### src/rtl/vend_pkg.sv
// vend_pkg: shared state encoding, coin codes and coin values for the vending controller
package vend_pkg;

    typedef enum logic [1:0] {
        ST_IDLE     = 2'd0,
        ST_CREDIT   = 2'd1,
        ST_DISPENSE = 2'd2,
        ST_CHANGE   = 2'd3
    } state_t;

    localparam logic [1:0] COIN_NONE = 2'b00;
    localparam logic [1:0] COIN_5    = 2'b01;
    localparam logic [1:0] COIN_10   = 2'b10;
    localparam logic [1:0] COIN_BAD  = 2'b11;

    localparam logic [1:0] VAL_5  = 2'd1;
    localparam logic [1:0] VAL_10 = 2'd2;

    function automatic logic [1:0] coin_value(input logic [1:0] code);
        return (code == COIN_5) ? VAL_5 : (code == COIN_10) ? VAL_10 : 2'd0;
    endfunction

endpackage

### src/rtl/vend_coin_decode.sv
// vend_coin_decode: turns the coin slot code into one event per new code with its unit value
module vend_coin_decode
    import vend_pkg::*;
(
    input  logic       clk,
    input  logic       rst,
    input  logic [1:0] coinin,
    output logic       coin_valid,
    output logic [1:0] coin_val,
    output logic       coin_bad
);

    logic [1:0] r_prev;

    // Previous sample so that a code held for several cycles counts only once
    always_ff @(posedge clk or posedge rst) begin
        if (rst) r_prev <= COIN_NONE;
        else     r_prev <= coinin;
    end

    assign coin_valid = (coinin != COIN_NONE) && (coinin != r_prev);
    assign coin_val   = coin_valid ? coin_value(coinin) : 2'd0;
    assign coin_bad   = coin_valid && (coinin == COIN_BAD);

endmodule

### src/rtl/vend_dispense_ctrl.sv
// vend_dispense_ctrl: credit, price, stock and dispenser handshake sequencing for one paper channel
module vend_dispense_ctrl
    import vend_pkg::*;
#(
    parameter int PRICE      = 3,
    parameter int CREDIT_W   = 4,
    parameter int STOCK_W    = 6,
    parameter int STOCK_INIT = 20,
    parameter int TMO        = 255
) (
    input  logic                clk,
    input  logic                rst,
    input  logic [1:0]          coinin,
    input  logic                outpaper,
    input  logic                cancel,
    input  logic                refill,
    input  logic                disp_done,
    output logic                disp_go,
    output logic                newspaper,
    output logic                change_pulse,
    output logic                coin_reject,
    output logic [CREDIT_W-1:0] credit,
    output logic [STOCK_W-1:0]  stock,
    output logic                sold_out,
    output logic                fault,
    output logic                busy
);

    localparam int TW = $clog2(TMO + 1);
    localparam logic [CREDIT_W:0] W_PRICE = (CREDIT_W + 1)'(PRICE);

    state_t              r_state, w_state;
    logic [CREDIT_W-1:0] r_credit, w_credit;
    logic [STOCK_W-1:0]  r_stock, w_stock;
    logic [TW-1:0]       r_tmo, w_tmo;
    logic                r_fault, w_fault;
    logic                r_ph, w_ph;
    logic                r_go, w_go;
    logic                r_news, w_news;
    logic                r_chg, w_chg;
    logic                r_rej, w_rej;
    logic                r_sold, w_sold;
    logic                r_busy, w_busy;

    logic                w_coin_valid;
    logic [1:0]          w_coin_val;
    logic                w_coin_bad;
    logic [CREDIT_W:0]   w_sum;
    logic [CREDIT_W:0]   w_refund;
    logic [CREDIT_W-1:0] w_add;
    logic                w_open;
    logic                w_accept;

    vend_coin_decode u_decode (
        .clk        (clk),
        .rst        (rst),
        .coinin     (coinin),
        .coin_valid (w_coin_valid),
        .coin_val   (w_coin_val),
        .coin_bad   (w_coin_bad)
    );

    // The carry bit of each sum flags a result above CREDIT_MAX (all ones)
    assign w_sum    = {1'b0, r_credit} + (CREDIT_W + 1)'(w_coin_val);
    assign w_refund = {1'b0, r_credit} + W_PRICE;
    assign w_open   = (r_state == ST_IDLE) || (r_state == ST_CREDIT);
    assign w_accept = w_coin_valid && !w_coin_bad && w_open && !r_sold && !w_sum[CREDIT_W];
    assign w_add    = w_accept ? w_sum[CREDIT_W-1:0] : r_credit;

    // Next-state and next-output logic; every output is registered from these values
    always_comb begin
        w_state  = r_state;
        w_credit = r_credit;
        w_stock  = r_stock;
        w_fault  = r_fault;
        w_tmo    = '0;
        w_ph     = 1'b0;
        w_news   = 1'b0;
        w_chg    = 1'b0;
        w_rej    = w_coin_valid && !w_accept;
        if (w_open && refill) w_stock = STOCK_W'(STOCK_INIT);
        case (r_state)
            ST_IDLE: begin
                if (w_accept) begin
                    w_credit = w_add;
                    w_state  = ST_CREDIT;
                end
            end
            ST_CREDIT: begin
                w_credit = w_add;
                if (cancel) w_state = ST_CHANGE;
                else if (outpaper && ({1'b0, r_credit} >= W_PRICE) && !r_sold) begin
                    w_credit = w_add - CREDIT_W'(PRICE);
                    w_state  = ST_DISPENSE;
                end
            end
            ST_DISPENSE: begin
                w_tmo = r_tmo + 1'b1;
                if (disp_done) begin
                    w_news  = 1'b1;
                    w_stock = (r_stock != '0) ? r_stock - 1'b1 : r_stock;
                    w_state = (r_credit != '0) ? ST_CHANGE : ST_IDLE;
                end else if (r_tmo == TW'(TMO - 1)) begin
                    w_fault  = 1'b1;
                    w_credit = w_refund[CREDIT_W] ? '1 : w_refund[CREDIT_W-1:0];
                    w_state  = ST_CHANGE;
                end
            end
            ST_CHANGE: begin
                w_ph = !r_ph;
                if (r_credit == '0) w_state = ST_IDLE;
                else if (!r_ph) begin
                    w_chg    = 1'b1;
                    w_credit = r_credit - 1'b1;
                    w_state  = (r_credit == CREDIT_W'(1)) ? ST_IDLE : ST_CHANGE;
                end
            end
            default: w_state = ST_IDLE;
        endcase
        w_go   = (w_state == ST_DISPENSE);
        w_busy = w_go || (w_state == ST_CHANGE);
        w_sold = (w_stock == '0) || w_fault;
    end

    // State and output registers; reset drops disp_go and discards credit immediately
    always_ff @(posedge clk or posedge rst) begin
        if (rst) begin
            r_state  <= ST_IDLE;
            r_credit <= '0;
            r_stock  <= STOCK_W'(STOCK_INIT);
            r_fault  <= 1'b0;
            r_tmo    <= '0;
            r_ph     <= 1'b0;
            r_go     <= 1'b0;
            r_news   <= 1'b0;
            r_chg    <= 1'b0;
            r_rej    <= 1'b0;
            r_sold   <= (STOCK_INIT == 0);
            r_busy   <= 1'b0;
        end else begin
            r_state  <= w_state;
            r_credit <= w_credit;
            r_stock  <= w_stock;
            r_fault  <= w_fault;
            r_tmo    <= w_tmo;
            r_ph     <= w_ph;
            r_go     <= w_go;
            r_news   <= w_news;
            r_chg    <= w_chg;
            r_rej    <= w_rej;
            r_sold   <= w_sold;
            r_busy   <= w_busy;
        end
    end

    assign disp_go      = r_go;
    assign newspaper    = r_news;
    assign change_pulse = r_chg;
    assign coin_reject  = r_rej;
    assign credit       = r_credit;
    assign stock        = r_stock;
    assign sold_out     = r_sold;
    assign fault        = r_fault;
    assign busy         = r_busy;

endmodule

### config.mk
export PLATFORM = sky130hd
export DESIGN_NAME = vend_dispense_ctrl
export DESIGN_NICKNAME = d
export VERILOG_FILES = /design/src/rtl/vend_pkg.sv /design/src/rtl/vend_coin_decode.sv /design/src/rtl/vend_dispense_ctrl.sv
export SDC_FILE = /design/constraint.sdc
export NUM_CORES = 1
export LEC_CHECK = 0
export ABC_AREA = 1
export CAP_MARGIN = 25
export CORE_ASPECT_RATIO = 1.75
export CORE_MARGIN = 2
export CORE_UTILIZATION = 45
export CTS_CLUSTER_DIAMETER = 40
export DETAILED_ROUTE_END_ITERATION = 10
export PLACE_DENSITY = 0.63
export SYNTH_ARGS = -nofsm -noshare
export SYNTH_HDL_FRONTEND = slang
export SYNTH_SLANG_ARGS = --single-unit
### constraint.sdc
create_clock -name clk -period 2.9 [get_ports clk]
set_clock_uncertainty 0.1 [all_clocks]
set_input_delay 0.87 -clock clk [delete_from_list [all_inputs] [get_ports clk]]
set_output_delay 0.87 -clock clk [all_outputs]
set_load 0.05 [all_outputs]
; Word level (Yosys, flattened, before mapping)
; Cells that the tools add are included.
[word_totals]
ff_bits = 30
input_bits = 8
output_inout_bits = 17
elab_cells = 98
[classes]
addsub = 6
order_cmp = 1
eq_ne = 16
mux = 37
reduce_logical = 25
[ops]
columns = operator, n
row1 = 4-bit two-way mux, 9
row2 = 2-bit two-way mux, 12
row3 = 6-bit two-way mux, 4
row4 = 4-bit case mux with 4 select lines, 1
row5 = "2-bit == test, second input constant", 6
row6 = 1-bit logical AND, 10
row7 = "2-bit inequality test, second input constant", 5
row8 = 1-bit two-way mux, 9
row9 = "8-bit by 1-bit adder with 8-bit output, second input constant", 1
row10 = "8-bit == test, second input constant", 1
row11 = 8-bit two-way mux, 1
row12 = 2-bit case mux with 4 select lines, 1
row13 = 6-bit zero test, 1
row14 = 6-bit nonzero test, 1
row15 = "6-bit by 1-bit subtractor with 6-bit output, second input constant", 1
row16 = 4-bit by 2-bit adder with 5-bit output, 1
row17 = "4-bit by 2-bit adder with 5-bit output, second input constant", 1
row18 = 1-bit zero test, 5
row19 = 5-bit AND reduction, 1
row20 = "2-bit by 1-bit == test with 1-bit output, second input constant", 2
row21 = "4-bit by 1-bit == test with 1-bit output, second input constant", 1
row22 = "4-bit by 2-bit >= comparator with 1-bit output, second input constant", 1
row23 = 4-bit zero test, 1
row24 = 4-bit nonzero test, 1
row25 = 6 further kinds, 8

; Depth between registers and ports, before layout
[logic_depth]
depth_word = 13
mapped_depth = 19

; Cells and area by module
; A second synthesis with hierarchy kept.
[hier_totals]
hier_cells = 264
hier_area_um2 = 1966.9
[modules_own_cells]
columns = module, instances, cells_per_inst, area_per_inst_um2, seq_area_each_um2
row1 = vend_dispense_ctrl, 1, 249, 1864.3, 678.2
row2 = vend_coin_decode, 1, 15, 102.6, 50.0

; Least setup slack after synthesis
; Ideal clock, no wire load.
[synth_path]
path_type = input to register
start = input port coinin[1]
end = register r_credit[1], in the netlist credit[1]
arrival_time_ps = 2734
path_slack_ps = -53
path_stages = 16
n_path_buf = 0
path_cell_list = inv_1 -> nand2_1 -> nand2_1 -> nand2_1 -> nor2_1 -> ha_1 -> fa_1 -> a21oi_4 -> nand2_2 -> nand2_1 -> nand2_2 -> ha_1 -> a21oi_1 -> nand3_1 -> o21ai_1 -> inv_1
[synth_between]
elab_chain_len = 13
elab_cells_between_ends = 25
[synth_lines]
columns = element, line
row1 = "start, declared", vend_dispense_ctrl.sv:13  ; input logic [1:0] coinin,
row2 = branches (longest 13 deep; another with 4-bit by 2-bit adder with 5-bit output), --
row3 = "end signal, assigned", vend_dispense_ctrl.sv:142  ; r_credit <= w_credit;
row4 = "end, declared", vend_dispense_ctrl.sv:33  ; logic [CREDIT_W-1:0] r_credit, w_credit;
; Parallel ways; which one is timed is not known. The select of a mux whose other input is x is not followed.
; A chain may end at the register's enable or synchronous reset.

; Worst setup path in the final report
; Ends and elaborated chain as after synthesis.

==> reports/metrics.cfg <==
[clocking]
cts_root_buf = clkbuf_8
htreeDepth = 2
numCtsBuffers = 5
insertion_delay_ns = 0.28
path_clk_slew_ns = 0.06
hold_buffers = 0
clock_path_buffers = 2
cts_tree = yes
clock_sinks = 29

[placement]
port_buffers = 24
place_congestion = 0.957
dp.cells = 342
placed_cell_area_um2 = 2320
dpl.hpwl_mm = 3.51

[min_path]
min-delay-path-class = flip-flop to flip-flop
min_to = r_tmo[0]$_DFF_PP0_
whs_path_depth = 1
hold_start = r_tmo[0]$_DFF_PP0_

[yosys]
synth_edf_count = 0
syn_inst = 252
synthArstFlopShare_pct = 100
yosys_warnings = 0
ys_ff_latch = 29
ys_seq_area_share_pct = 38.6
synth_cell_type_count = 28
yosysTopAreaCellShare_pct = 35.9
synth.largest_area_cell = dfrtp_1
synth_area_leaders = dfrtp_1 (36%), nand2_1 (9.6%), ha_1 (7.3%), inv_1 (7.0%), nor2_1 (6.0%)
syn-num-nets = 272
synthFlopType = dfrtp_1
avgSynthCellArea_um2 = 7.48
synth_area_um2 = 1880

[cells_and_area]
drive_gt1_share_pct = 21.0
num_antenna_cells = 0
area_growth_pct = 30.5
postLayoutCellArea_um2 = 2460
final_cells = 354
nets = 324
layout_commonest_cell = nand2_1
most-common-layout-cells = nand2_1 (45), inv_1 (35), nor2_1 (29)

[detailed_routing]
drt-pass1-iter-count = 4
routedWlPerCell_um = 12.8
antenna_left = 0
wl_mm = 4.52
vias = 1787
drtIter0Drc = 48
routed_via_density = 5.05
drc_errors = 0

[sta]
whs_ns = 0.384
finalSetupViolCount = 0
worstMarginPinSlew_ns = 0.503
fmax_ghz = 0.368
slew_viol_final = 0
relSlewSlack_pct = 66.4
post-route-period-util_pct = 93.8
finalCriticalPeriod_ns = 2.72
hold_viol = 0
rsz0062_at_grt = no

[run]
cap_violations = 0

[grt]
grt_max_degree = 30
grt.total_usage_pct = 22.5
antenna_found_initial = 0
first_global_vias = 1717
grt-ovfl-total = 0
grt_pass1_wl_mm = 7.71

[setup_path]
rr_worst_depth = 15
crit_chain = clkbuf_2, inv_1, nand2_1, nand2_1, nand2_2, nor2_1, ha_2, fa_2, a21oi_4, buf_6, nand3_1, nand2_2, ha_4, a21oi_2, nand3_1, o21ai_1, inv_1
worst-endpoint-arrival_ns = 2.78
slowest_delay_ns = 0.39
cp_top_family = adder cells
rr_endpoint = credit[1]$_DFFE_PP0P_
path_max_fanout = 3
r2r-start = u_decode.r_prev[1]$_DFF_PP0_
critPathCaptureType = flip-flop
path_class = input port to flip-flop
critPathRequiredTime_ns = 2.96
start_kind = input port
r2r_slack_ns = 0.51
cp_slowest_cell = fa_2
worst-path-buf-inv = 4

[floorplanning]
die_h_um = 89.6
ios = 25
coreArea_um2 = 4070
die_w_um = 52.9
dieArea_um2 = 4740
initial_utilization_pct = 46.3
num_rows = 31

[power]
ir_drop_mv = 0.677
powerDensity_nw_per_um2 = 1110
leakage_nw = 1.24

[outcome]
status = finished clean

worst max-delay path by stage:
| stage | to | cells after the start | start |
|---|---|---|---|
| after floorplan | credit[1]$_DFFE_PP0P_ | 16 | coinin[1] |
| after global placement | credit[1]$_DFFE_PP0P_ | 17 | coinin[1] |
| after detailed placement | credit[1]$_DFFE_PP0P_ | 17 | coinin[1] |
| after CTS | credit[1]$_DFFE_PP0P_ | 16 | coinin[0] |
| after global routing | credit[1]$_DFFE_PP0P_ | 17 | coinin[1] |
| final | credit[1]$_DFFE_PP0P_ | 17 | coinin[1] |
timing repair:
action,CTS,global route
gates cloned,0,0
endpoints found under the setup margin,4,4
setup buffers,2,2
pin swaps,6,4
endpoints found under the hold margin,0,0
resized for setup,6,6
logic make-up (layout without fill, tap and decap cells):
family                     after synthesis  after routing  share of synthesized area [%]
DFF                                     29             29                           38.6
and+or+nand+nor                        120            120                           28.4
AOI/OAI and AO/OA                       42             42                           13.2
adders and majority gates               12             12                           8.37
buffers and inverters                   45             98                           9.56
xor gates and xnor gates                 4              4                           1.86
flip-flops by register name, summed over array words and instances, names as in the netlist:
| register | cells |
|---|---|
| credit | 4 |
| fault | 1 |
| disp_go | 1 |
| sold_out | 1 |
| stock | 6 |
| coin_reject | 1 |
| r_state | 1 |
| busy | 1 |
| r_tmo | 8 |
| newspaper | 1 |
| r_ph | 1 |
| u_decode.r_prev | 2 |
| change_pulse | 1 |
report_power, final:
part | switching (mW) | internal [mW]
clock | 0.150 | 0.193
combinational | 1.06 | 0.650
sequential | 0.144 | 0.526
metrics by stage:
| step | worst slack [ns] | power [mW] | utilization, % | setup TNS (ns) |
|---|---|---|---|---|
| 6_report | 0.179 | 2.73 | 60.4 | 0 |
| 3_5_place_dp | -0.566 | 2.30 | 57.0 | -2.15 |
| 4_1_cts | 0.0835 | 2.71 | 60.0 | 0 |
| 3_3_place_gp | -0.504 | 2.29 | 57.0 | -1.96 |
| 5_1_grt | 0.00434 | 2.97 | 60.4 | 0 |
| 2_1_floorplan | 0.00635 | 1.77 | - | 0 |
per-layer routing:
| metal | vias to the layer above | part of all wire [%] | track usage, % |
|---|---|---|---|
| li1 | 914 | - | - |
| met1 | 829 | 40 | 24.5 |
| met2 | 35 | 55 | 40.8 |
| met3 | 9 | 2.7 | 3.48 |
| met4 | 0 | 2.8 | 11.9 |
| met5 | - | 0 | 0 |
synth_stat cells, types with 3 or more instances:
| library cell | number |
|---|---|
| nand2_1 | 48 |
| nand3_1 | 18 |
| o21ai_0 | 10 |
| inv_1 | 35 |
| a31oi_1 | 3 |
| nor2_1 | 30 |
| a21oi_1 | 14 |
| nor3_1 | 6 |
| nand2_2 | 11 |
| dfrtp_1 | 27 |
| nor3b_1 | 3 |
| o21ai_1 | 8 |
| inv_2 | 8 |
| ha_1 | 11 |
| xor2_1 | 4 |
layout make-up:
type / count / area [µm²]
Multi-Input combinational cell: 178 / 1010
Sequential cell: 29 / 728
Fill cell: 381 / 1610
Inverter: 43 / 161
Tap cell: 49 / 61.3
Clock buffer: 8 / 90.1
Timing Repair Buffer: 47 / 407
worst reg2reg max path: cells and delay by family, from the launching register on:
kind / cells / cell delay [ns]
fa+ha+maj: 3 / 0.78
compound gates: 3 / 0.39
simple gates: 7 / 0.47
flops: 1 / 0.37
buf+inv: 2 / 0.17
Note: power is estimated with default switching activity, not from simulation.
